--- src/rtl/wb_mem_arbiter.sv ---
// Round-robin three-master Wishbone B3 arbiter in front of the main-RAM slave port.
// Optional stalled-access watchdog enabled by defining WB_ARB_WATCHDOG_EN.
module wb_mem_arbiter #(
    parameter int NM      = 3,
    parameter int AW      = 32,
    parameter int DW      = 32,
    parameter int TIMEOUT = 255
) (
    input  logic                 wb_clk_i,
    input  logic                 wb_rst_ni,
    input  logic [NM*AW-1:0]     wbm_adr_i,
    input  logic [NM*DW-1:0]     wbm_dat_i,
    input  logic [NM*DW/8-1:0]   wbm_sel_i,
    input  logic [NM-1:0]        wbm_we_i,
    input  logic [NM-1:0]        wbm_cyc_i,
    input  logic [NM-1:0]        wbm_stb_i,
    input  logic [NM*3-1:0]      wbm_cti_i,
    input  logic [NM*2-1:0]      wbm_bte_i,
    output logic [DW-1:0]        wbm_dat_o,
    output logic [NM-1:0]        wbm_ack_o,
    output logic [NM-1:0]        wbm_err_o,
    output logic [NM-1:0]        wbm_rty_o,
    output logic [AW-1:0]        wbs_adr_o,
    output logic [DW-1:0]        wbs_dat_o,
    output logic [DW/8-1:0]      wbs_sel_o,
    output logic                 wbs_we_o,
    output logic                 wbs_cyc_o,
    output logic                 wbs_stb_o,
    output logic [2:0]           wbs_cti_o,
    output logic [1:0]           wbs_bte_o,
    input  logic [DW-1:0]        wbs_dat_i,
    input  logic                 wbs_ack_i,
    input  logic                 wbs_err_i,
    input  logic                 wbs_rty_i,
    output logic [NM-1:0]        grant_o
);

    localparam int GW = (NM > 1) ? $clog2(NM) : 1;

    typedef enum logic {IDLE, BUSY} state_t;

    state_t          state;
    logic [GW-1:0]   g;
    logic [GW-1:0]   last;
    logic [GW-1:0]   nxt;
    logic [GW-1:0]   idx;
    logic            found;
    logic            tmo;

    logic [AW-1:0]   own_adr;
    logic [DW-1:0]   own_dat;
    logic [DW/8-1:0] own_sel;
    logic            own_we;
    logic            own_cyc;
    logic            own_stb;
    logic [2:0]      own_cti;
    logic [1:0]      own_bte;

    // Round-robin search starting just after the previous owner.
    always_comb begin
        found = 1'b0;
        nxt   = last;
        idx   = '0;
        for (int i = 1; i <= NM; i++) begin
            idx = GW'((int'(last) + i) % NM);
            if (!found && wbm_cyc_i[idx]) begin
                found = 1'b1;
                nxt   = idx;
            end
        end
    end

    always_comb begin
        own_adr = '0;
        own_dat = '0;
        own_sel = '0;
        own_we  = 1'b0;
        own_cyc = 1'b0;
        own_stb = 1'b0;
        own_cti = '0;
        own_bte = '0;
        for (int k = 0; k < NM; k++) begin
            if (g == GW'(k)) begin
                own_adr = wbm_adr_i[k*AW +: AW];
                own_dat = wbm_dat_i[k*DW +: DW];
                own_sel = wbm_sel_i[k*(DW/8) +: DW/8];
                own_we  = wbm_we_i[k];
                own_cyc = wbm_cyc_i[k];
                own_stb = wbm_stb_i[k];
                own_cti = wbm_cti_i[k*3 +: 3];
                own_bte = wbm_bte_i[k*2 +: 2];
            end
        end
    end

    // No direct handover: an owner always returns to IDLE before the next grant.
    always_ff @(posedge wb_clk_i or negedge wb_rst_ni) begin
        if (!wb_rst_ni) begin
            state   <= IDLE;
            g       <= '0;
            last    <= GW'(NM - 1);
            grant_o <= '0;
        end else begin
            case (state)
                IDLE: begin
                    if (found) begin
                        state   <= BUSY;
                        g       <= nxt;
                        last    <= nxt;
                        grant_o <= NM'(1) << nxt;
                    end
                end
                BUSY: begin
                    if (!wbm_cyc_i[g]) begin
                        state   <= IDLE;
                        grant_o <= '0;
                    end
                end
                default: begin
                    state   <= IDLE;
                    grant_o <= '0;
                end
            endcase
        end
    end

`ifdef WB_ARB_WATCHDOG_EN
    logic [15:0] wd_cnt;
    logic        term;

    assign term = wbs_ack_i | wbs_err_i | wbs_rty_i;
    assign tmo  = (state == BUSY) && (wd_cnt == 16'(TIMEOUT));

    always_ff @(posedge wb_clk_i or negedge wb_rst_ni) begin
        if (!wb_rst_ni) begin
            wd_cnt <= '0;
        end else if (state != BUSY || tmo || term || !wbm_cyc_i[g]) begin
            wd_cnt <= '0;
        end else if (own_stb) begin
            wd_cnt <= wd_cnt + 16'd1;
        end
    end
`else
    logic [15:0] unused_timeout;

    assign unused_timeout = 16'(TIMEOUT);
    assign tmo            = 1'b0;
`endif

    // A timeout masks the slave's ack and turns the access into an error.
    always_comb begin
        wbm_dat_o = wbs_dat_i;
        wbm_ack_o = '0;
        wbm_err_o = '0;
        wbm_rty_o = '0;
        wbs_adr_o = '0;
        wbs_dat_o = '0;
        wbs_sel_o = '0;
        wbs_we_o  = 1'b0;
        wbs_cyc_o = 1'b0;
        wbs_stb_o = 1'b0;
        wbs_cti_o = '0;
        wbs_bte_o = '0;
        if (state == BUSY) begin
            wbs_adr_o    = own_adr;
            wbs_dat_o    = own_dat;
            wbs_sel_o    = own_sel;
            wbs_we_o     = own_we;
            wbs_cyc_o    = own_cyc & ~tmo;
            wbs_stb_o    = own_stb & ~tmo;
            wbs_cti_o    = own_cti;
            wbs_bte_o    = own_bte;
            wbm_ack_o[g] = wbs_ack_i & ~tmo;
            wbm_err_o[g] = wbs_err_i | tmo;
            wbm_rty_o[g] = wbs_rty_i & ~tmo;
        end
    end

endmodule

--- config.mk ---
export PLATFORM = sky130hd
export DESIGN_NAME = wb_mem_arbiter
export DESIGN_NICKNAME = d
export VERILOG_FILES = /design/src/rtl/wb_mem_arbiter.sv
export SDC_FILE = /design/constraint.sdc
export NUM_CORES = 1
export LEC_CHECK = 0
export BUFFER_PORTS_ARGS = -buffer_cell sky130_fd_sc_hd__clkbuf_2
export CAP_MARGIN = 30
export CORE_AREA = 2 2 151 153
export DETAILED_ROUTE_END_ITERATION = 7
export DIE_AREA = 0 0 153 155
export RECOVER_POWER = 25
export SLEW_MARGIN = 40
export SYNTH_ARGS = -nofsm -noshare
export SYNTH_HDL_FRONTEND = slang
export SYNTH_SLANG_ARGS = --single-unit
--- constraint.sdc ---
create_clock -name wb_clk_i -period 6.4 [get_ports wb_clk_i]
set_input_delay 0.64 -clock wb_clk_i [delete_from_list [all_inputs] [get_ports wb_clk_i]]
set_output_delay 0.64 -clock wb_clk_i [all_outputs]
set_load 0.02 [all_outputs]
==> tab_implementation.tex, run 1 <==
\begin{tabular}{lr}
\hline
Metric & Value \\
\hline
\multicolumn{2}{l}{\textbf{Status}} \\
Run status & completed \\
\multicolumn{2}{l}{\textbf{Synth}} \\
Flop and latch count out of synthesis & 7 \\
Syn\_area\_per\_cell & between 6 and 7 sq um \\
Share of flip-flops with an asynchronous set or reset & 100.0\% \\
Cell type contributing the most total cell area after synthesis & sky130\_fd\_sc\_hd\_\_mux2i\_1 \\
Yosys cell types & 36 \\
Yosys warnings & 0 \\
Portion of the post-synthesis area used by sequential elements & 6.516\% \\
Post-synth EDFFs & 0 \\
Post-Syn Instances & 438 \\
Net count of the mapped netlist & 707 \\
Area contributors post-synth & sky130\_fd\_sc\_hd\_\_mux2i\_1 (30\%), sky130\_fd\_sc\_hd\_\_nor2\_1 (21\%), sky130\_fd\_sc\_hd\_\_a21oi\_1 (14\%) \\
Most used flip-flop cell after synthesis & sky130\_fd\_sc\_hd\_\_dfrtp\_1 \\
Summed instance area of the synthesized netlist & 2708 sq um \\
Top cell type's share of synthesized area & roughly 30\% \\
\multicolumn{2}{l}{\textbf{Clock network}} \\
CTS Buffer Depth & 2 \\
Root Buffer Master & sky130\_fd\_sc\_hd\_\_clkbuf\_16 \\
Setup fix buffers added after clock tree synthesis & 0 \\
Clock latency on the worst-skew pair & between 0.2 and 0.25 ns \\
Post-cts gate resize count & 0 \\
CTS Hold Buffers Added & 0 \\
CTS H-tree depth & 1 \\
TritonCTS clock tree & built \\
Clock Sinks & 7 \\
Clock slew seen by the registers of the worst setup and hold paths & 0.04 ns \\
Clock buffer count from CTS & 3 \\
\multicolumn{2}{l}{\textbf{STA}} \\
Count of final setup violators & 0 \\
Setup repair after global routing missed its margin & false \\
Ratio of final minimum period to clock period & 58.20\% \\
Highest Clock Rate & approximately 270 MHz \\
Final hold viol count & 0 \\
Slew of the pin with the lowest slew margin & roughly 0.76 ns \\
Setup\_tns & 0 ns \\
Headroom to the max-slew limit & 48.93\% \\
Final critical-path required period & roughly 3.7 ns \\
Final Slew Violations & 0 \\
Clock skew after layout & 0.003168 ns \\
\multicolumn{2}{l}{\textbf{Setup path}} \\
Kind of cell with the highest combined delay on the critical path & buffers and inverters \\
CP arrival & 3.08 ns \\
Worst path cell trace & buf\_6 -> inv\_1 -> nor2\_4 -> buf\_4 -> a21oi\_1 -> nor2\_1 -> clkbuf\_2 \\
Number of cells on the critical path & 7 \\
Peak fanout along the critical path & between 80 and 90 \\
Buf/Inv on CP & 4 \\
Maximum cell stage delay along the critical path & 0.66 ns \\
Depth of the worst register-to-register path & 8 \\
Critical path endpoint category & output port \\
Slowest stage cell, crit path & sky130\_fd\_sc\_hd\_\_nor2\_4 \\
Type of the worst setup path & reg2out \\
Kind of start point of the critical path & flip-flop \\
Data required time at the worst endpoint & 5.76 ns \\
\multicolumn{2}{l}{\textbf{Detailed routing}} \\
Routed wirelength normalized by instance count & 13.09 um \\
Post-detailed-route DRC marker count & 0 \\
First-pass detailed-route iteration total & 4 \\
Routed wire length & 12880 um \\
Per-cell via count in the routed design & 4.055 \\
Total via count in the routed design & 3990 \\
Count of antenna-violating nets left after detailed routing & 0 \\
Initial drt markers & 243 \\
\multicolumn{2}{l}{\textbf{Finish}} \\
Layout cells sized above 1 & between 40\% and 50\% \\
Post-layout nets & about 970 \\
Area growth from synthesis to final layout & 62.75\% \\
Antenna fix cells & 0 \\
Most frequent standard cell in the layout excluding fill and tap cells & sky130\_fd\_sc\_hd\_\_clkbuf\_2 \\
Commonest non-fill, non-tap cells in the layout & sky130\_fd\_sc\_hd\_\_clkbuf\_2 (319), sky130\_fd\_sc\_hd\_\_nor2\_1 (151), sky130\_fd\_sc\_hd\_\_mux2i\_1 (81), sky130\_fd\_sc\_hd\_\_a21oi\_1 (76), sky130\_fd\_sc\_hd\_\_and2\_1 (9) \\
\multicolumn{2}{l}{\textbf{GRT}} \\
Global route total overflow & 0 \\
Initial antenna violation count & 0 \\
Aggregate global-route resource usage & 9.756\% \\
Largest net degree at the start of global routing & 83 \\
Number of global-route vias before repair & 3560 \\
Global-route wire length before repair & between 15000 and 20000 um \\
\multicolumn{2}{l}{\textbf{Die}} \\
I/O pin count & 385 \\
Die Span X & 153 um \\
Floorplan die area & between 20000 and 25000 sq um \\
Row count & 55 \\
Core outline area & 22230 sq um \\
Starting Density & about an eighth \\
Die extent in y & $\sim$160 um \\
\multicolumn{2}{l}{\textbf{Power and ir drop}} \\
Maximum ir drop on the vdd rail & 184.9 uV \\
Static leakage & 2.364 nW \\
Total power & around 1.9 mW \\
Cell Pwr Density & 424.6 nW/um\^{}2 \\
\multicolumn{2}{l}{\textbf{Run}} \\
Maximum capacitance violations & 0 \\
\multicolumn{2}{l}{\textbf{Placement}} \\
Last weighted congestion value of the routability-driven placer & 0.7566 \\
I/O Buffers & 320 \\
Total half-perimeter wirelength after legalization and detailed placement & just over 10000 um \\
\multicolumn{2}{l}{\textbf{Worst hold path}} \\
Min-delay worst type & in2async \\
\hline
\end{tabular}
[sequential cells by signal, summed over array words and instances (netlist names)]
signal and count:
last 1, g 2, state 1, grant_o 3
[path summary, 6_finish.rpt]
path                           start            end  slack [ns]
setup / recovery                g[0]  wbs_dat_o[28]        2.68
hold / removal             wb_rst_ni     grant_o[2]        0.31
setup reg to reg                g[0]           g[0]        3.28
hold reg to reg              last[1]        last[1]        0.51
max in group asynchronous  wb_rst_ni           g[1]        5.77
min in group wb_clk_i        last[1]        last[1]        0.51
[cells by family after synthesis]
family	after synthesis	share of synthesized area [%]
multiplexers	82	30.36
AND/OR/NAND/NOR	176	26.20
adder cells (fa/ha/maj)	4	1.849
flip-flops	7	6.516
buffers and inverters	76	15.39
AO/OA/AOI/OAI	93	19.69
[cells in the mapped netlist, drive strengths merged (2+ instances only)]
master   count
dfrtp        6
inv          9
nand2        6
o22ai        2
o31ai        3
and2         9
a21oi       76
mux2i       81
clkbuf      17
o32ai        2
nor2       152
o2bb2ai      2
buf         50
ha           4
nor3         2
[where the power goes]
| group | total (mW) | internal, mW | switching [mW] |
|---|---|---|---|
| clock network | 0.107 | 0.0829 | 0.0237 |
| registers | 0.122 | 0.0660 | 0.0557 |
| logic | 1.64 | 0.582 | 1.06 |
| total | 1.87 | 0.731 | 1.14 |
[metrics by stage]
| stage | area [sq um] | util (%) | hold slack [ns] | worst slack [ns] | cells |
|---|---|---|---|---|---|
| floorplan | 2708 | - | 0.3444 | 4.007 | 438 |
| global placement | 4325 | 19.46 | 0.4853 | 2.662 | 980 |
| detailed placement | 4329 | 19.48 | 0.4887 | 2.843 | 980 |
| CTS | 4408 | 19.83 | 0.2459 | 2.621 | 984 |
| global route | 4407 | 19.83 | 0.3266 | 2.324 | 984 |
| finish | 4407 | 19.83 | 0.3083 | 2.675 | 984 |
[cell type report]
class / count / area, sq um
Clock buffer: 4 / 78.83
Fill cell: 2572 / 17820
Inverter: 9 / 33.78
Multi-Input combinational cell: 355 / 2122
Sequential cell: 7 / 181.4
Tap cell: 285 / 356.6
Timing Repair Buffer: 324 / 1634
[routing by layer]
| metal | GRT usage, % | routed length, um | up-vias |
|---|---|---|---|
| met1 | 11.30 | 5015 | 1760 |
| met5 | 0 | 0 | - |
| met4 | 2.205 | 258 | 0 |
| met2 | 18.56 | 6568 | 237 |
| li1 | - | - | 1970 |
| met3 | 1.811 | 1040 | 23 |
Note: power is estimated with default switching activity, not from simulation.
==> run 2, diff against run 1 <==
--- a/config.mk
+++ b/config.mk
@@ -7,9 +7,9 @@
 export LEC_CHECK = 0
 export BUFFER_PORTS_ARGS = -buffer_cell sky130_fd_sc_hd__clkbuf_2
 export CAP_MARGIN = 30
-export CORE_AREA = 2 2 151 153
+export CORE_AREA = 2 2 148 150
 export DETAILED_ROUTE_END_ITERATION = 7
-export DIE_AREA = 0 0 153 155
+export DIE_AREA = 0 0 150 152
 export RECOVER_POWER = 25
 export SLEW_MARGIN = 40
 export SYNTH_ARGS = -nofsm -noshare
==> constraint.sdc (replaced) <==
create_clock -name wb_clk_i -period 3.1 [get_ports wb_clk_i]
set_input_delay 0.31 -clock wb_clk_i [delete_from_list [all_inputs] [get_ports wb_clk_i]]
set_output_delay 0.31 -clock wb_clk_i [all_outputs]
set_load 0.02 [all_outputs]
==> run 2 against run 1 <==
Sequential power increased by 100%. Clock skew shrank 0.0021 ns. Worst hold slack improved by 0.20 ns. Register-to-register slack got worse by 2.7 ns. Critical path depth stayed put. Clock-buffer cell count did not move. First-iteration DRC count is 26% lower. Design area increased by 2.1%. Cell count is the same. Sequential share of layout area decreased by 0.086 points. Total power grew 110%.
==> tab_implementation.tex, run 2 (synthesized netlist as in run 1, its figures left out) <==
\begin{tabular}{lr}
\hline
Metric & Value \\
\hline
\multicolumn{2}{l}{\textbf{Finish}} \\
Most frequent standard cell in the layout excluding fill and tap cells & sky130\_fd\_sc\_hd\_\_clkbuf\_2 \\
Area growth from synthesis to final layout & 66.22\% \\
Commonest non-fill, non-tap cells in the layout & sky130\_fd\_sc\_hd\_\_clkbuf\_2 (319), sky130\_fd\_sc\_hd\_\_nor2\_1 (151), sky130\_fd\_sc\_hd\_\_mux2i\_1 (81), sky130\_fd\_sc\_hd\_\_a21oi\_1 (76), sky130\_fd\_sc\_hd\_\_and2\_1 (9) \\
Number of filler instances in the final layout & 2427 (-5.6\%) \\
Largest registers & grant\_o x3, g x2 \\
Number of flip-flops under the largest register name & 3 (unchanged) \\
Antenna fix cells & 0 (unchanged) \\
Layout cells sized above 1 & 48.44\% (+0.23 points) \\
Register with the highest flop count & grant\_o \\
Post-layout nets & 974 (+0.52\%) \\
\multicolumn{2}{l}{\textbf{Setup path}} \\
Critical path endpoint category & flip-flop \\
CP arrival & 2.61 ns (-0.47 ns) \\
Type of the worst setup path & reg2reg \\
Kind of start point of the critical path & flip-flop \\
Data required time at the worst endpoint & 3.21 ns (-2.55 ns) \\
Setup slack, reg-to-reg & 0.60 ns (-2.68 ns) \\
Peak fanout along the critical path & 6 (-93\%) \\
\multicolumn{2}{l}{\textbf{Clock network}} \\
Root Buffer Master & sky130\_fd\_sc\_hd\_\_clkbuf\_16 \\
Setup fix buffers added after clock tree synthesis & 0 (unchanged) \\
Clock Sinks & 7 (unchanged) \\
TritonCTS clock tree & built \\
Post-cts gate resize count & 0 (unchanged) \\
Clock slew seen by the registers of the worst setup and hold paths & 0.04 ns (about the same) \\
Clock buffer count from CTS & 3 (unchanged) \\
CTS H-tree depth & 1 (unchanged) \\
Clock latency on the worst-skew pair & 0.23 ns (about the same) \\
CTS Buffer Depth & 2 (unchanged) \\
\multicolumn{2}{l}{\textbf{Die}} \\
Die Span X & 150 um (-2.0\%) \\
I/O pin count & 385 (unchanged) \\
Floorplan die area & 22800 sq um (-3.9\%) \\
Starting Density & 12.68\% (+0.50 points) \\
Row count & 54 (-1.8\%) \\
Die extent in y & 152 um (-1.9\%) \\
Core outline area & 21350 sq um (-3.9\%) \\
\multicolumn{2}{l}{\textbf{STA}} \\
Clock skew after layout & 0.001038 ns (-0.002130 ns) \\
Headroom to the max-slew limit & 54.45\% (+5.5 points) \\
Slew of the pin with the lowest slew margin & 0.6833 ns (-0.08097 ns) \\
Count of final setup violators & 0 (unchanged) \\
Final hold viol count & 0 (unchanged) \\
Ratio of final minimum period to clock period & roughly four fifths \\
Setup repair after global routing missed its margin & false \\
Final Slew Violations & 0 (unchanged) \\
Setup\_tns & 0 ns (unchanged) \\
Least setup slack across all paths after layout & 0.6030 ns (-2.072 ns) \\
Highest Clock Rate & 400.5 MHz \\
Final critical-path required period & 2.497 ns \\
\multicolumn{2}{l}{\textbf{Detailed routing}} \\
Initial drt markers & 179 (-26\%) \\
Routed wl met3 & 980 um (-5.8\%) \\
Topmost layer with routed signal wires & met4 \\
Count of antenna-violating nets left after detailed routing & 0 (unchanged) \\
Post-detailed-route DRC marker count & 0 (unchanged) \\
Routed wirelength normalized by instance count & 12.47 um (-4.8\%) \\
First-pass detailed-route iteration total & 4 (unchanged) \\
DRT met1 WL & 4836 um (-3.6\%) \\
Total via count in the routed design & 3978 (-0.30\%) \\
Routed wire length & 12270 um (-4.8\%) \\
Per-cell via count in the routed design & 4.043 (-0.30\%) \\
Met2 routed wirelength & 6301 um (-4.1\%) \\
\multicolumn{2}{l}{\textbf{GRT}} \\
Global route total overflow & 0 (unchanged) \\
Number of global-route vias before repair & 3835 (+7.7\%) \\
Aggregate global-route resource usage & 9.752\% (about the same) \\
Initial antenna violation count & 0 (unchanged) \\
Global-route wire length before repair & 18340 um (-1.5\%) \\
Largest net degree at the start of global routing & 46 (-45\%) \\
\multicolumn{2}{l}{\textbf{Run}} \\
Maximum capacitance violations & 0 (unchanged) \\
\multicolumn{2}{l}{\textbf{Placement}} \\
I/O Buffers & 320 (unchanged) \\
Last weighted congestion value of the routability-driven placer & 0.8123 (+7.4\%) \\
Post-Place Worst Slack & 0.6286 ns (-2.215 ns) \\
Total half-perimeter wirelength after legalization and detailed placement & 10170 um (-1.4\%) \\
\multicolumn{2}{l}{\textbf{Power and ir drop}} \\
Cell Pwr Density & 883.1 nW/um\^{}2 (+110\%) \\
Static leakage & 2.405 nW (+1.8\%) \\
Maximum ir drop on the vdd rail & 317.4 uV (+72\%) \\
\multicolumn{2}{l}{\textbf{Status}} \\
Run status & completed \\
\multicolumn{2}{l}{\textbf{Worst hold path}} \\
Min-delay worst type & reg2reg \\
\hline
\end{tabular}
==> run 2: changes by cell type in the layout (fill, tap and decap cells not counted), sizes merged <==
cell / previous run / this run
dlygate4sd3: 0 / 1
inv: 9 / 8
clkinv: 0 / 1
buf: 4 / 8
==> run 2: cell type report <==
cell class                      count  area [sq um]  area share, %
Tap cell                          280         350.3          7.784
Sequential cell                     7         181.4          4.031
Multi-Input combinational cell    355          2122          47.15
Inverter                            9         35.03         0.7784
Timing Repair Buffer              329          1733          38.50
Clock buffer                        4         78.83          1.751
==> run 2: path summary, 6_finish.rpt <==
check	from	endpoint	depth (start not counted)
setup / recovery	g[0]	g[0]	7
hold / removal	last[1]	last[1]	2
setup reg to reg	g[0]	g[0]	7
hold reg to reg	last[1]	last[1]	2
max in group asynchronous	wb_rst_ni	last[1]	2
min in group asynchronous	wb_rst_ni	grant_o[2]	2
==> run 2: per-layer routing <==
metal / vias to the layer above / global-route usage, %
li1: 1973 / -
met1: 1770 / 10.61
met2: 219 / 19.50
met3: 16 / 1.321
met4: 0 / 2.111
met5: - / 0
==> run 2: worst max-delay path: stages, from the launching register on <==
cell                        delay [ns]
sky130_fd_sc_hd__dfrtp_2          0.42
sky130_fd_sc_hd__inv_1            0.18
sky130_fd_sc_hd__ha_1             0.32
sky130_fd_sc_hd__mux2i_1          0.32
sky130_fd_sc_hd__mux2i_1          0.22
sky130_fd_sc_hd__o311ai_0         0.44
sky130_fd_sc_hd__a2bb2oi_2        0.19
sky130_fd_sc_hd__mux2_2           0.29
==> run 2: timing repair <==
| action | CTS | global route |
|---|---|---|
| endpoints found under the hold margin | 6 | 0 |
| hold buffers | 1 | 0 |
| endpoints found under the setup margin | 0 | 0 |
==> run 2: power by group <==
part / internal [mW] / switching (mW)
clock network: 0.171 / 0.0521
logic: 1.30 / 2.21
registers: 0.137 / 0.109
==> run 2: stage by stage <==
stage / instances / total power [mW] / hold WS, ns / utilization (%) / instance area, sq um
after floorplan: 438 / 2.671 / 0.01441 / - / 2708
after global placement: 979 / 3.737 / 0.1554 / 20.66 / 4412
after detailed placement: 979 / 3.769 / 0.1588 / 20.66 / 4412
after CTS: 984 / 4.007 / 0.4641 / 21.08 / 4501
after global routing: 984 / 4.339 / 0.5386 / 21.08 / 4501
final: 984 / 3.975 / 0.5046 / 21.08 / 4501
==> run 3, diff against run 2 <==
--- a/config.mk
+++ b/config.mk
@@ -5,11 +5,12 @@
 export SDC_FILE = /design/constraint.sdc
 export NUM_CORES = 1
 export LEC_CHECK = 0
+export ABC_AREA = 1
 export BUFFER_PORTS_ARGS = -buffer_cell sky130_fd_sc_hd__clkbuf_2
 export CAP_MARGIN = 30
-export CORE_AREA = 2 2 148 150
+export CORE_AREA = 2 2 151 153
 export DETAILED_ROUTE_END_ITERATION = 7
-export DIE_AREA = 0 0 150 152
+export DIE_AREA = 0 0 153 155
 export RECOVER_POWER = 25
 export SLEW_MARGIN = 40
 export SYNTH_ARGS = -nofsm -noshare
==> constraint.sdc (replaced) <==
create_clock -name wb_clk_i -period 2.5 [get_ports wb_clk_i]
set_input_delay 0.25 -clock wb_clk_i [delete_from_list [all_inputs] [get_ports wb_clk_i]]
set_output_delay 0.25 -clock wb_clk_i [all_outputs]
set_load 0.02 [all_outputs]
==> run 3 against run 2 <==
Sequential cell count unchanged. Sequential share of layout area decreased by 0.16 points. Synthesized cell count increased by 43%. Cell count increased by 20%. Non-clock buffer count increased by 1. Routed wire length increased by 9.4%. Die area increased by 4.0%. First-iteration DRC count increased by 97%. Area after synthesis increased by 5.5%. Design area increased by 1.9%. Register-to-register slack got worse by 0.07 ns. Clock skew increased by 0.0012 ns. Critical path type is now reg2out.
==> tab_implementation.tex, run 3 <==
\begin{tabular}{lr}
\hline
Metric & Value \\
\hline
\multicolumn{2}{l}{\textbf{Status}} \\
Run status & completed \\
\multicolumn{2}{l}{\textbf{Die}} \\
I/O pin count & 385 (unchanged) \\
Floorplan die area & 23720 sq um (+4.0\%) \\
Die Span X & 153 um (+2.0\%) \\
Starting Density & 12.85\% (+0.17 points) \\
Row count & 55 (+1.9\%) \\
Core outline area & 22230 sq um (+4.1\%) \\
Die extent in y & 155 um (+2.0\%) \\
\multicolumn{2}{l}{\textbf{Synth}} \\
Share of flip-flops with an asynchronous set or reset & 100.0\% (unchanged) \\
Multiplexer fraction of the synthesized cell area & 0\% (-30 points) \\
Syn\_area\_per\_cell & 4.570 sq um (-26\%) \\
Post-Syn Instances & 625 (+43\%) \\
Portion of the post-synthesis area used by sequential elements & 6.176\% (-0.34 points) \\
Simple-gate portion of the synthesized area & 63.78\% (+38 points) \\
Summed instance area of the synthesized netlist & 2856 sq um (+5.5\%) \\
Flop and latch count out of synthesis & 7 (unchanged) \\
Commonest cells in the synthesized netlist & sky130\_fd\_sc\_hd\_\_nand2\_1 (336), sky130\_fd\_sc\_hd\_\_inv\_1 (88), sky130\_fd\_sc\_hd\_\_nand3\_1 (86) \\
Most frequent cell after synthesis & sky130\_fd\_sc\_hd\_\_nand2\_1 \\
Synth Area in Compound Gates & 1.708\% (-18 points) \\
Top cell type's share of synthesized area & 44.15\% (+14 points) \\
Most used flip-flop cell after synthesis & sky130\_fd\_sc\_hd\_\_dfrtp\_1 \\
Yosys cell types & 21 (-42\%) \\
XOR/XNOR share of the synthesized area & 0\% (unchanged) \\
Share of synthesized cell area in full adder, half adder and majority cells & 1.752\% (-0.096 points) \\
Yosys warnings & 0 (unchanged) \\
Cell type contributing the most total cell area after synthesis & sky130\_fd\_sc\_hd\_\_nand2\_1 \\
Net count of the mapped netlist & 894 (+26\%) \\
Area contributors post-synth & sky130\_fd\_sc\_hd\_\_nand2\_1 (44\%), sky130\_fd\_sc\_hd\_\_nand3\_1 (15\%), sky130\_fd\_sc\_hd\_\_inv\_1 (12\%) \\
Main combinational cell family by area after synthesis & simple AND/OR/NAND/NOR gates \\
Post-synth EDFFs & 0 (unchanged) \\
\multicolumn{2}{l}{\textbf{Clock network}} \\
Clock buffer count from CTS & 3 (unchanged) \\
Clock Sinks & 7 (unchanged) \\
TritonCTS clock tree & built \\
CTS H-tree depth & 1 (unchanged) \\
CTS Buffer Depth & 2 (unchanged) \\
Root Buffer Master & sky130\_fd\_sc\_hd\_\_clkbuf\_16 \\
Clock slew seen by the registers of the worst setup and hold paths & 0.04 ns (about the same) \\
Post-cts gate resize count & 0 (unchanged) \\
Clock latency on the worst-skew pair & 0.23 ns (about the same) \\
\multicolumn{2}{l}{\textbf{Run}} \\
Maximum capacitance violations & 0 (unchanged) \\
\multicolumn{2}{l}{\textbf{GRT}} \\
Aggregate global-route resource usage & 10.49\% (+0.74 points) \\
Global route total overflow & 0 (unchanged) \\
Initial antenna violation count & 0 (unchanged) \\
Global-route wire length before repair & 20730 um (+13\%) \\
Largest net degree at the start of global routing & 46 (unchanged) \\
Number of global-route vias before repair & 4250 (+11\%) \\
\multicolumn{2}{l}{\textbf{Placement}} \\
I/O Buffers & 320 (unchanged) \\
Total half-perimeter wirelength after legalization and detailed placement & 11210 um (+10\%) \\
Placed cells & 1174 (+20\%) \\
Last weighted congestion value of the routability-driven placer & 0.8843 (+8.9\%) \\
Post-Place Worst Slack & 0.4246 ns (-0.2040 ns) \\
\multicolumn{2}{l}{\textbf{Finish}} \\
Layout cells sized above 1 & 38.93\% (-9.5 points) \\
Number of flip-flops under the largest register name & 3 (unchanged) \\
Commonest non-fill, non-tap cells in the layout & sky130\_fd\_sc\_hd\_\_nand2\_1 (336), sky130\_fd\_sc\_hd\_\_clkbuf\_2 (319), sky130\_fd\_sc\_hd\_\_inv\_1 (88), sky130\_fd\_sc\_hd\_\_nand3\_1 (86), sky130\_fd\_sc\_hd\_\_nor2\_1 (13) \\
End-of-flow core utilization & 20.64\% (-0.44 points) \\
Area growth from synthesis to final layout & 60.58\% \\
Antenna fix cells & 0 (unchanged) \\
Most frequent standard cell in the layout excluding fill and tap cells & sky130\_fd\_sc\_hd\_\_nand2\_1 \\
Final instance count without filler cells & 1179 (+20\%) \\
Register with the highest flop count & grant\_o \\
Post-layout nets & 1164 (+20\%) \\
Largest registers & grant\_o x3, g x2 \\
\multicolumn{2}{l}{\textbf{STA}} \\
Final critical-path required period & about 2.3 ns \\
Headroom to the max-slew limit & 67.14\% (+13 points) \\
Count of final setup violators & 0 (unchanged) \\
Setup\_tns & 0 ns (unchanged) \\
Slew of the pin with the lowest slew margin & 0.4929 ns (-0.1904 ns) \\
Least setup slack across all paths after layout & 0.2334 ns (-0.3696 ns) \\
Highest Clock Rate & 441.2 MHz \\
Final Slew Violations & 0 (unchanged) \\
Clock skew after layout & 0.002207 ns (+0.001169 ns) \\
Setup repair after global routing missed its margin & false \\
Final hold viol count & 0 (unchanged) \\
Ratio of final minimum period to clock period & 90.67\% \\
\multicolumn{2}{l}{\textbf{Detailed routing}} \\
Count of antenna-violating nets left after detailed routing & 0 (unchanged) \\
Post-detailed-route DRC marker count & 0 (unchanged) \\
Per-cell via count in the routed design & 3.822 (-5.5\%) \\
Routed wire length & 13420 um (+9.4\%) \\
Total via count in the routed design & 4506 (+13\%) \\
First-pass detailed-route iteration total & 4 (unchanged) \\
Initial drt markers & 352 (+97\%) \\
Routed wirelength normalized by instance count & 11.38 um (-8.7\%) \\
\multicolumn{2}{l}{\textbf{Setup path}} \\
CP arrival & 2.02 ns (-0.59 ns) \\
Most used cell, CP & sky130\_fd\_sc\_hd\_\_nand2\_1 \\
Slowest stage cell, crit path & sky130\_fd\_sc\_hd\_\_dfrtp\_1 \\
Buf/Inv on CP & 5 (+4) \\
Worst r2r dst & last[1] \\
Kind of start point of the critical path & flip-flop \\
R2r startpoint & g[0] \\
Kind of cell with the highest combined delay on the critical path & buffers and inverters \\
Data required time at the worst endpoint & 2.25 ns (-0.96 ns) \\
Setup slack, reg-to-reg & 0.53 ns (-0.07 ns) \\
Depth of the worst register-to-register path & 13 (+6) \\
Worst path cell trace & inv\_2 -> nand2\_1 -> inv\_2 -> buf\_4 -> nand2\_1 -> nand3\_1 -> nand2\_1 -> inv\_1 -> clkbuf\_2 \\
Critical path endpoint category & output port \\
Maximum cell stage delay along the critical path & 0.46 ns (+0.02 ns) \\
Peak fanout along the critical path & 38 (+32) \\
Type of the worst setup path & reg2out \\
\multicolumn{2}{l}{\textbf{Power and ir drop}} \\
Maximum ir drop on the vdd rail & 540.4 uV (+70\%) \\
Cell Pwr Density & 1144 nW/um\^{}2 (+30\%) \\
Total power & 5.247 mW (+32\%) \\
Static leakage & 3.239 nW (+35\%) \\
\multicolumn{2}{l}{\textbf{Worst hold path}} \\
Min-delay worst type & in2async \\
\hline
\end{tabular}
==> run 3: cell count changes after synthesis, sizes merged, moves of 76 or more <==
| cell | before | now |
|---|---|---|
| a21oi | 76 | 0 |
| inv | 9 | 94 |
| mux2i | 81 | 0 |
| nand2 | 6 | 341 |
| nand3 | 0 | 88 |
| nor2 | 152 | 15 |
==> run 3: metal layers <==
layer	GRT usage, %	part of all wire, %	wire [um]	vias to the layer above
met2	19.60	49	6584	215
met3	1.950	7.5	1005	25
met4	2.381	2.1	287	0
li1	-	-	-	2360
met1	12.43	41	5542	1906
met5	0	0	0	-
==> run 3: timing repair <==
item | in CTS | in global routing
endpoints found under the hold margin | 6 | 0
hold buffers | 1 | 0
setup buffers | 0 | 0
==> run 3: logic make-up (layout without fill, tap and decap cells) <==
family,count (synthesis),in the layout
DFF,7,7
and+or+nand+nor,446,446
adders and majority gates,4,4
buffers and inverters,159,428
AOI/OAI and AO/OA,9,9
==> run 3: cell type report <==
| type | count | area (sq um) |
|---|---|---|
| Timing Repair Buffer | 330 | 1690 |
| Fill cell | 2649 | 17640 |
| Multi-Input combinational cell | 459 | 1931 |
| Clock buffer | 4 | 78.83 |
| Tap cell | 285 | 356.6 |
| Sequential cell | 7 | 177.7 |
| Inverter | 94 | 352.8 |
==> run 3: power breakdown <==
group          internal (mW)  switching, mW
Clock                  0.212         0.0633
Combinational           1.50           3.23
Sequential             0.177         0.0653
Total                   1.89           3.36
==> run 3: worst reg2reg max path: stages, from the launching register on <==
cell,delay (ns)
sky130_fd_sc_hd__dfrtp_1,0.48
sky130_fd_sc_hd__inv_2,0.11
sky130_fd_sc_hd__ha_1,0.39
sky130_fd_sc_hd__inv_2,0.15
sky130_fd_sc_hd__nand2_2,0.06
sky130_fd_sc_hd__nand2_1,0.07
sky130_fd_sc_hd__nand2_2,0.08
sky130_fd_sc_hd__nand2_2,0.08
sky130_fd_sc_hd__inv_2,0.04
sky130_fd_sc_hd__nand2_1,0.09
sky130_fd_sc_hd__nand2_4,0.09
sky130_fd_sc_hd__inv_2,0.09
sky130_fd_sc_hd__nand3_2,0.09
sky130_fd_sc_hd__o21ai_1,0.09
==> run 3: worst max path at each step <==
stage	end	from	cells after the start	slack, ns
2_1_floorplan	last[1]	g[0]	13	0.79
3_3_place_gp	wbs_sel_o[3]	g[0]	9	0.48
3_5_place_dp	wbs_sel_o[3]	g[0]	9	0.42
4_1_cts	wbs_sel_o[3]	g[0]	9	0.18
5_1_grt	wbs_dat_o[28]	g[0]	9	0.03
6_report	wbs_sel_o[3]	g[0]	9	0.23
==> run 3: stage by stage <==
| step | hold WS [ns] | area [sq um] |
|---|---|---|
| 3_3_place_gp | 0.09577 | 4499 |
| 6_report | 0.4450 | 4587 |
| 5_1_grt | 0.4975 | 4587 |
| 3_5_place_dp | 0.09514 | 4499 |
| 4_1_cts | 0.3926 | 4588 |
| 2_1_floorplan | -0.04559 | 2856 |
